File: src/rtl/csi_if.sv
// Dual-channel CSI video front end: SOF alignment and pixel lockstep of two
// AXI4-Stream inputs into one merged stereo stream, with a small register bank.
module csi_if (
  input  logic        clk,
  input  logic        rst_n,
  input  logic        ibus_cs,
  input  logic        ibus_wr,
  input  logic [7:0]  ibus_addr,
  input  logic [31:0] ibus_wrdata,
  output logic [31:0] ibus_rddata,
  output logic        vrst_n,
  input  logic        tvalid_ch1,
  output logic        tready_ch1,
  input  logic        tuser_ch1,
  input  logic        tlast_ch1,
  input  logic [15:0] tdata_ch1,
  input  logic [3:0]  tdest_ch1,
  input  logic        tvalid_ch2,
  output logic        tready_ch2,
  input  logic        tuser_ch2,
  input  logic        tlast_ch2,
  input  logic [15:0] tdata_ch2,
  input  logic [3:0]  tdest_ch2,
  output logic        sof_out,
  output logic        vout,
  output logic [15:0] d1_out,
  output logic [15:0] d2_out
);

  typedef enum logic [1:0] {
    S_IDLE     = 2'd0,
    S_WAIT_SOF = 2'd1,
    S_STREAM   = 2'd2
  } state_t;

  localparam logic [7:0] A_CTRL   = 8'h00;
  localparam logic [7:0] A_STATUS = 8'h04;
  localparam logic [7:0] A_FCNT   = 8'h08;
  localparam logic [7:0] A_SIZE   = 8'h0C;

  state_t      state, state_nx;
  logic [1:0]  ctrl_q;
  logic        align_err, last_err;
  logic [31:0] frame_cnt;
  logic [31:0] size_q;
  logic [15:0] line_cnt, pix_cnt, last_pix;
  logic [31:0] rd_mux;

  logic en;
  logic fire;
  logic hold1, hold2, both_sof;
  logic out_fire, out_sof, align_set, last_set;
  logic wr_ctrl, wr_status;
  logic unused_ok;

  assign unused_ok = ^{tdest_ch1, tdest_ch2, ibus_wrdata[31:3]};

  assign en        = ctrl_q[0];
  assign vrst_n    = ctrl_q[1];
  assign wr_ctrl   = ibus_cs & ibus_wr & (ibus_addr == A_CTRL);
  assign wr_status = ibus_cs & ibus_wr & (ibus_addr == A_STATUS);

  assign hold1    = tvalid_ch1 & tuser_ch1;
  assign hold2    = tvalid_ch2 & tuser_ch2;
  assign both_sof = hold1 & hold2;
  assign fire     = tvalid_ch1 & tvalid_ch2 & tready_ch1 & tready_ch2;

  assign out_sof  = out_fire & tuser_ch1 & tuser_ch2;
  assign last_set = out_fire & (tlast_ch1 ^ tlast_ch2);

  // ---------------------------------------------------------------- FSM
  always_ff @(posedge clk or negedge rst_n) begin
    if (!rst_n) state <= S_IDLE;
    else        state <= state_nx;
  end

  always_comb begin
    state_nx   = state;
    tready_ch1 = 1'b0;
    tready_ch2 = 1'b0;
    out_fire   = 1'b0;
    align_set  = 1'b0;
    case (state)
      S_IDLE: begin
        tready_ch1 = 1'b1;
        tready_ch2 = 1'b1;
        if (en) state_nx = S_WAIT_SOF;
      end
      S_WAIT_SOF: begin
        if (!en) begin
          tready_ch1 = 1'b1;
          tready_ch2 = 1'b1;
          state_nx   = S_IDLE;
        end else begin
          // Non-SOF beats drain freely; a SOF beat is parked until its partner arrives.
          tready_ch1 = ~hold1 | both_sof;
          tready_ch2 = ~hold2 | both_sof;
          if (both_sof) begin
            out_fire = 1'b1;
            state_nx = S_STREAM;
          end
        end
      end
      S_STREAM: begin
        tready_ch1 = en & tvalid_ch2;
        tready_ch2 = en & tvalid_ch1;
        if (!en) begin
          state_nx = S_IDLE;
        end else if (fire) begin
          if (tuser_ch1 ^ tuser_ch2) begin
            align_set = 1'b1;
            state_nx  = S_WAIT_SOF;
          end else begin
            out_fire = 1'b1;
          end
        end
      end
      default: state_nx = S_IDLE;
    endcase
  end

  // ---------------------------------------------------------- output beat
  always_ff @(posedge clk or negedge rst_n) begin
    if (!rst_n) begin
      vout    <= 1'b0;
      sof_out <= 1'b0;
      d1_out  <= '0;
      d2_out  <= '0;
    end else begin
      vout    <= out_fire;
      sof_out <= out_sof;
      if (out_fire) begin
        d1_out <= tdata_ch1;
        d2_out <= tdata_ch2;
      end
    end
  end

  // ------------------------------------------------------ frame geometry
  // SIZE is snapshotted on the SOF beat so it describes the frame just closed.
  always_ff @(posedge clk or negedge rst_n) begin
    if (!rst_n) begin
      frame_cnt <= '0;
      size_q    <= '0;
      line_cnt  <= '0;
      pix_cnt   <= '0;
      last_pix  <= '0;
    end else if (out_fire) begin
      if (out_sof) begin
        frame_cnt <= frame_cnt + 32'd1;
        size_q    <= {line_cnt, last_pix};
        line_cnt  <= tlast_ch1 ? 16'd1 : 16'd0;
        pix_cnt   <= tlast_ch1 ? 16'd0 : 16'd1;
        last_pix  <= tlast_ch1 ? 16'd1 : 16'd0;
      end else if (tlast_ch1) begin
        line_cnt <= line_cnt + 16'd1;
        last_pix <= pix_cnt + 16'd1;
        pix_cnt  <= '0;
      end else begin
        pix_cnt <= pix_cnt + 16'd1;
      end
    end
  end

  // ------------------------------------------------------------ registers
  always_ff @(posedge clk or negedge rst_n) begin
    if (!rst_n) begin
      ctrl_q    <= '0;
      align_err <= 1'b0;
      last_err  <= 1'b0;
    end else begin
      if (wr_ctrl) ctrl_q <= ibus_wrdata[1:0];
      align_err <= align_set | (align_err & ~(wr_status & ibus_wrdata[1]));
      last_err  <= last_set  | (last_err  & ~(wr_status & ibus_wrdata[2]));
    end
  end

  always_comb begin
    rd_mux = '0;
    case (ibus_addr)
      A_CTRL:   rd_mux = {30'd0, ctrl_q};
      A_STATUS: rd_mux = {29'd0, last_err, align_err, (state == S_STREAM)};
      A_FCNT:   rd_mux = frame_cnt;
      A_SIZE:   rd_mux = size_q;
      default:  rd_mux = '0;
    endcase
  end

  always_ff @(posedge clk or negedge rst_n) begin
    if (!rst_n)       ibus_rddata <= '0;
    else if (ibus_cs) ibus_rddata <= rd_mux;
  end

endmodule

File: config.mk
export PLATFORM = sky130hd
export DESIGN_NAME = csi_if
export DESIGN_NICKNAME = d
export VERILOG_FILES = /design/src/rtl/csi_if.sv
export SDC_FILE = /design/constraint.sdc
export NUM_CORES = 1
export LEC_CHECK = 0
export CAP_MARGIN = 5
export CORE_ASPECT_RATIO = 0.7
export CORE_MARGIN = 1
export CORE_UTILIZATION = 30
export DETAILED_ROUTE_END_ITERATION = 8
export PLACE_DENSITY = 0.57
export RECOVER_POWER = 50
export SETUP_SLACK_MARGIN = 0.2
export SYNTH_ARGS = -nofsm -noshare
export SYNTH_HDL_FRONTEND = slang
export SYNTH_SLANG_ARGS = --single-unit
File: constraint.sdc
create_clock -name clk -period 3.8 [get_ports clk]
set_clock_uncertainty 0.1 [all_clocks]
set_input_delay 0.57 -clock clk [delete_from_list [all_inputs] [get_ports clk]]
set_output_delay 0.57 -clock clk [all_outputs]
set_load 0.005 [all_outputs]
After elaboration in Yosys (flattened, before gate mapping)
Index checks and enable logic that the tools add are counted.
Widths: inputs -> output; s select.
{"block": "classes", "muxes": 30, "bitwise_logic": 28, "add_sub_neg": 3, "eq_ne": 9, "reduce_logical": 6}
{"operator": "$pmux 32 s4", "n": 1}
{"operator": "$mux 16", "n": 6}
{"operator": "$add 16x1->16 const B", "n": 2}
{"operator": "$add 32x1->32 const B", "n": 1}
{"operator": "$and 1x1->1", "n": 18}
{"operator": "$eq 8x4->1 const B", "n": 2}
{"operator": "$mux 1", "n": 13}
{"operator": "$mux 2", "n": 6}
{"operator": "$ne 3x3->1 const B", "n": 3}
{"operator": "$eq 8x3->1 const B", "n": 1}
{"operator": "$logic_not 8->1", "n": 1}
{"operator": "$pmux 1 s3", "n": 2}
{"operator": "$pmux 2 s3", "n": 1}
{"operator": "$not 1->1", "n": 4}
{"operator": "$or 1x1->1", "n": 4}
{"operator": "$reduce_and 2->1", "n": 2}
{"operator": "$reduce_and 4->1", "n": 1}
{"operator": "$eq 2x1->1 const B", "n": 1}
{"operator": "$eq 2x2->1 const B", "n": 1}
{"operator": "$logic_not 2->1", "n": 1}
{"operator": "$ne 2x2->1 const B", "n": 1}
{"operator": "$pmux 1 s2", "n": 1}
{"operator": "$reduce_bool 2->1", "n": 1}
{"operator": "$xor 1x1->1", "n": 2}
{"block": "totals", "reg_bits": 184, "wordCells": 90, "inputBits": 90}

Longest topological paths before layout
{"block": "depth", "depth_word": 14, "ltp_mapped": 12, "ltp_nobuf": 9}

Worst setup path after synthesis
OpenSTA, ideal clock, no wires.
{"block": "synth_path", "path_kind": "register to register", "startpoint": "reg state[0]", "endpoint": "reg line_cnt[14]", "n_path_buf": 1, "setup_time_ns": 0.077, "path_stages_with_launch": 9, "path_slack_ns": 1.442, "t_arrival_ns": 2.181, "period_less_slack_ns": 2.358, "cell_sequence": "dfrtp_1 ha_1 nand2b_1 a41oi_2 o21ai_2 o31a_4 buf_6 or4_1 a21oi_1"}
{"block": "synth_between", "elab_chain_cells": 11}
{"item": "from (decl)", "line_no": "41", "text": "state_t state, state_nx;"}
{"item": "from (signal assigned)", "line_no": "74", "text": "else state <= state_nx;"}
{"item": "$eq 2x2->1 (tied with other cells)", "line_no": "83", "text": "case (state)"}
{"item": "$pmux 1 s3", "line_no": "83"}
{"item": "$and 1x1->1 (2 in a row)", "line_no": "66", "text": "assign fire = tvalid_ch1 & tvalid_ch2 & tready_ch1 & tready_ch2;"}
{"item": "$mux 1", "line_no": "109", "text": "end else if (fire) begin"}
{"item": "$mux 1", "line_no": "107", "text": "if (!en) begin"}
{"item": "$pmux 1 s2 *", "line_no": "83"}
{"item": "$and 1x1->1 (2 in a row)", "line_no": "68", "text": "assign out_sof = out_fire & tuser_ch1 & tuser_ch2;"}
{"item": "$reduce_bool 2->1 (no source line)"}
{"item": "$reduce_and 2->1 (no source line)"}
{"item": "to (signal assigned)", "line_no": "152", "text": "line_cnt <= tlast_ch1 ? 16'd1 : 16'd0;"}
{"item": "to (signal assigned)", "line_no": "156", "text": "line_cnt <= line_cnt + 16'd1;"}
{"item": "to (decl)", "line_no": "46", "text": "logic [15:0] line_cnt, pix_cnt, last_pix;"}
Mark *: on every way between the ends. The rest lies on a longest branch, timed or not.
A chain may end at the register's enable or synchronous reset.

Worst setup path after layout
{"block": "layout_path", "startpoint": "in tuser_ch2", "endpoint": "out tready_ch1"}
{"block": "layout_between", "elab_chain_cells": 5}
{"item": "from (decl)", "line_no": "20", "text": "input logic tuser_ch2,"}
{"item": "$and 1x1->1", "line_no": "64", "text": "assign hold2 = tvalid_ch2 & tuser_ch2;"}
{"item": "$and 1x1->1", "line_no": "65", "text": "assign both_sof = hold1 & hold2;"}
{"item": "$or 1x1->1", "line_no": "96", "text": "tready_ch1 = ~hold1 | both_sof;"}
{"item": "$mux 1", "line_no": "90", "text": "if (!en) begin"}
{"item": "$pmux 1 s3", "line_no": "83"}
{"item": "to (decl)", "line_no": "13", "text": "output logic tready_ch1,"}
No other way between the ends.

==> flow_summary.ini <==
[run_status]
outcome = finished with violations
violations = capacitance limit, slew limit

[clock_network]
cts.sinks = 184
postCtsSetupBuffers = 0
clkTransAtPathRegs_ns = 0.07
cts_resized = 0
numCtsBuffers = 17
clock_latency_ns = 0.44
ctsHoldBuffers = 0
cts_root_buf = clkbuf_16
cts_tree = yes
clockBufferDepth = 2
htree_levels = 4

[yosys]
syn_nets = 954
ys_top_cells_by_area = dfrtp_1 (55%), nand2_1 (11%), mux2i_1 (3.5%)
postSynthCellCount = 857
post-synth-top-area-fraction_pct = 54.7
synth_enable_flop_cells = 0
seq_area_frac_synth_pct = 54.7
synth_top_area_cell = dfrtp_1
synth_cell_types = 52
synth_common_cells = nand2_1 (242), dfrtp_1 (184), clkbuf_1 (32)
yosysMostFrequentCell = nand2_1
yosys_warnings = 0
synth_ff_type = dfrtp_1
postSynthAreaPerCell_um2 = 9.81
netlist_area_um2 = 8410
async_flop_share_pct = 100
ys_ff_latch = 184

[grt]
grt_pass1_wl_um = 34300
antenna_found_initial = 0
grt_usage_pct = 15.1
grt_max_degree = 96
grt_pass1_vias = 6249
grt_overflow = 0

[sta]
min_period_ns = 3.06
final_hold_viol_count = 0
relSlewSlack_pct = -64.7
rsz0062_at_grt = false
fmax_ghz = 0.327
slew_violations = 95
fin_ws_ns = 0.742
fin_crit_sh_pct = 80.5
tightest_slew_ns = 2.47
holdWs_ns = 0.366
tns_ns = 0
finalSetupViolCount = 0

[worst_setup_path]
path_class = input port to output port
required_ns = 3.13
endpoint_kind = output port
cp-startpoint = tuser_ch2
crit_fanout = 8
reg2reg_from = state[0]
arrival_ns = 2.39
crit_path_start_kind = input port

[floorplanning]
die_h_um = 142
core_area_um2 = 27200
initial_core_util_pct = 31.0
die_x_um = 202
io-pin-count = 159
fp.dieArea_um2 = 28700
rows = 50

[detailed_routing]
dr.pass1.iters = 5
vias_per_cell = 4.91
wl_um = 21000
wl_per_cell_um = 15.6
detail-route-antenna-nets = 0
vias = 6602
drc = 0
first_iter_violations = 384

[layout]
fillers = 2679
multi_input_area_um2 = 3540
area_delta_synth_final_pct = 27.0
diodes = 0
drive_above_1_share_pct = 6.52
final_util_pct = 39.4
nets = 1065
seq_area_um2 = 4600
layout.cells.non_filler = 1345

[place]
portBuffers = 121
place_hpwl_um = 14300
pre_cts_slack_ns = 0.494
dp_cells = 1313
gp_congestion = 0.775

[power_and_ir_drop]
ir_drop_uv = 294
power.density_nw_per_um2 = 401
p_leak_nw = 4.94

[hold_path]
worstHoldStart = d1_out[5]
min_path_type = register to register

[flow_run]
cap_viol_max_count = 1
through the flow:
stage / instance area, um^2 / total power [mW]
after floorplan: 8410 / 2.17
after global placement: 10000 / 2.34
after detailed placement: 10000 / 2.34
after CTS: 10700 / 4.34
after global routing: 10700 / 4.45
final: 10700 / 4.29
power by group:
group | total [mW] | switching (mW) | internal, mW
Sequential | 1.98 | 0.0101 | 1.97
Clock | 1.98 | 0.782 | 1.20
Combinational | 0.326 | 0.185 | 0.141
Total | 4.29 | 0.978 | 3.31
placed cells by master, fill, tap and decap left out, types with 10 or more instances in the layout:
master           synthesis  routed
nor2_1                  28      28
o21ai_0                 28      28
o2bb2ai_1               30      30
clkbuf_16                0      17
xnor2_1                 26      26
nand3_1                 30      30
nand2_1                242     242
o31ai_1                 12      12
dfrtp_1                184     184
a21oi_1                 16      16
clkdlybuf4s50_1          0     116
mux2i_1                 29      29
nand4_1                 21      21
inv_1                   17      17
xor2_1                  24      24
a22o_1                  10      10
nor3_1                  26      26
buf_4                    0      15
kinds of logic after synthesis:
| logic type | synth area share (%) |
|---|---|
| xor+xnor | 5.21 |
| simple gates | 19.8 |
| flops | 54.7 |
| mux | 4.39 |
| compound gates | 11.6 |
| fa+ha+maj | 1.04 |
| buf+inv | 3.21 |
worst max-delay path, stage by stage:
cell,delay [ns]
clkdlybuf4s50_1,0.66
nand2_1,0.13
a41oi_2,0.36
or2_2,0.17
clkdlybuf4s50_1,0.50
layer usage:
| metal | up-vias | track usage, % | routed length [um] |
|---|---|---|---|
| met1 | 3273 | 23.6 | 11300 |
| met2 | 137 | 20.6 | 8620 |
| met3 | 12 | 3.11 | 912 |
| met4 | 0 | 4.16 | 181 |
| li1 | 3180 | - | - |
| met5 | - | 0 | 0 |
layout make-up:
cell class	count	share of cell area, %
tap	364	4.26
multi-input combinational	606	33.1
clock buffer	20	4.27
sequential	184	43.1
inverter	18	0.632
clock inverter	12	1.85
timing repair buffer	141	12.8
sequential cells by signal, indices dropped and copies added (netlist names):
signal,flops
align_err,1
ctrl_q,2
d1_out,16
d2_out,16
frame_cnt,32
ibus_rddata,32
last_err,1
last_pix,16
line_cnt,16
pix_cnt,16
size_q,32
sof_out,1
state,2
vout,1
final timing paths:
path / endpoint / slack, ns / cells past startpoint
setup / recovery: tready_ch1 / 0.74 / 5
setup reg to reg: line_cnt[10] / 1.00 / 9
hold / removal: d1_out[5] / 0.37 / 2
min in group asynchronous: d2_out[0] / 0.76 / 1
max in group asynchronous: size_q[15] / 0.99 / 2
hold reg to reg: d1_out[5] / 0.37 / 2
No activity file was read; power rests on OpenSTA's default activity.
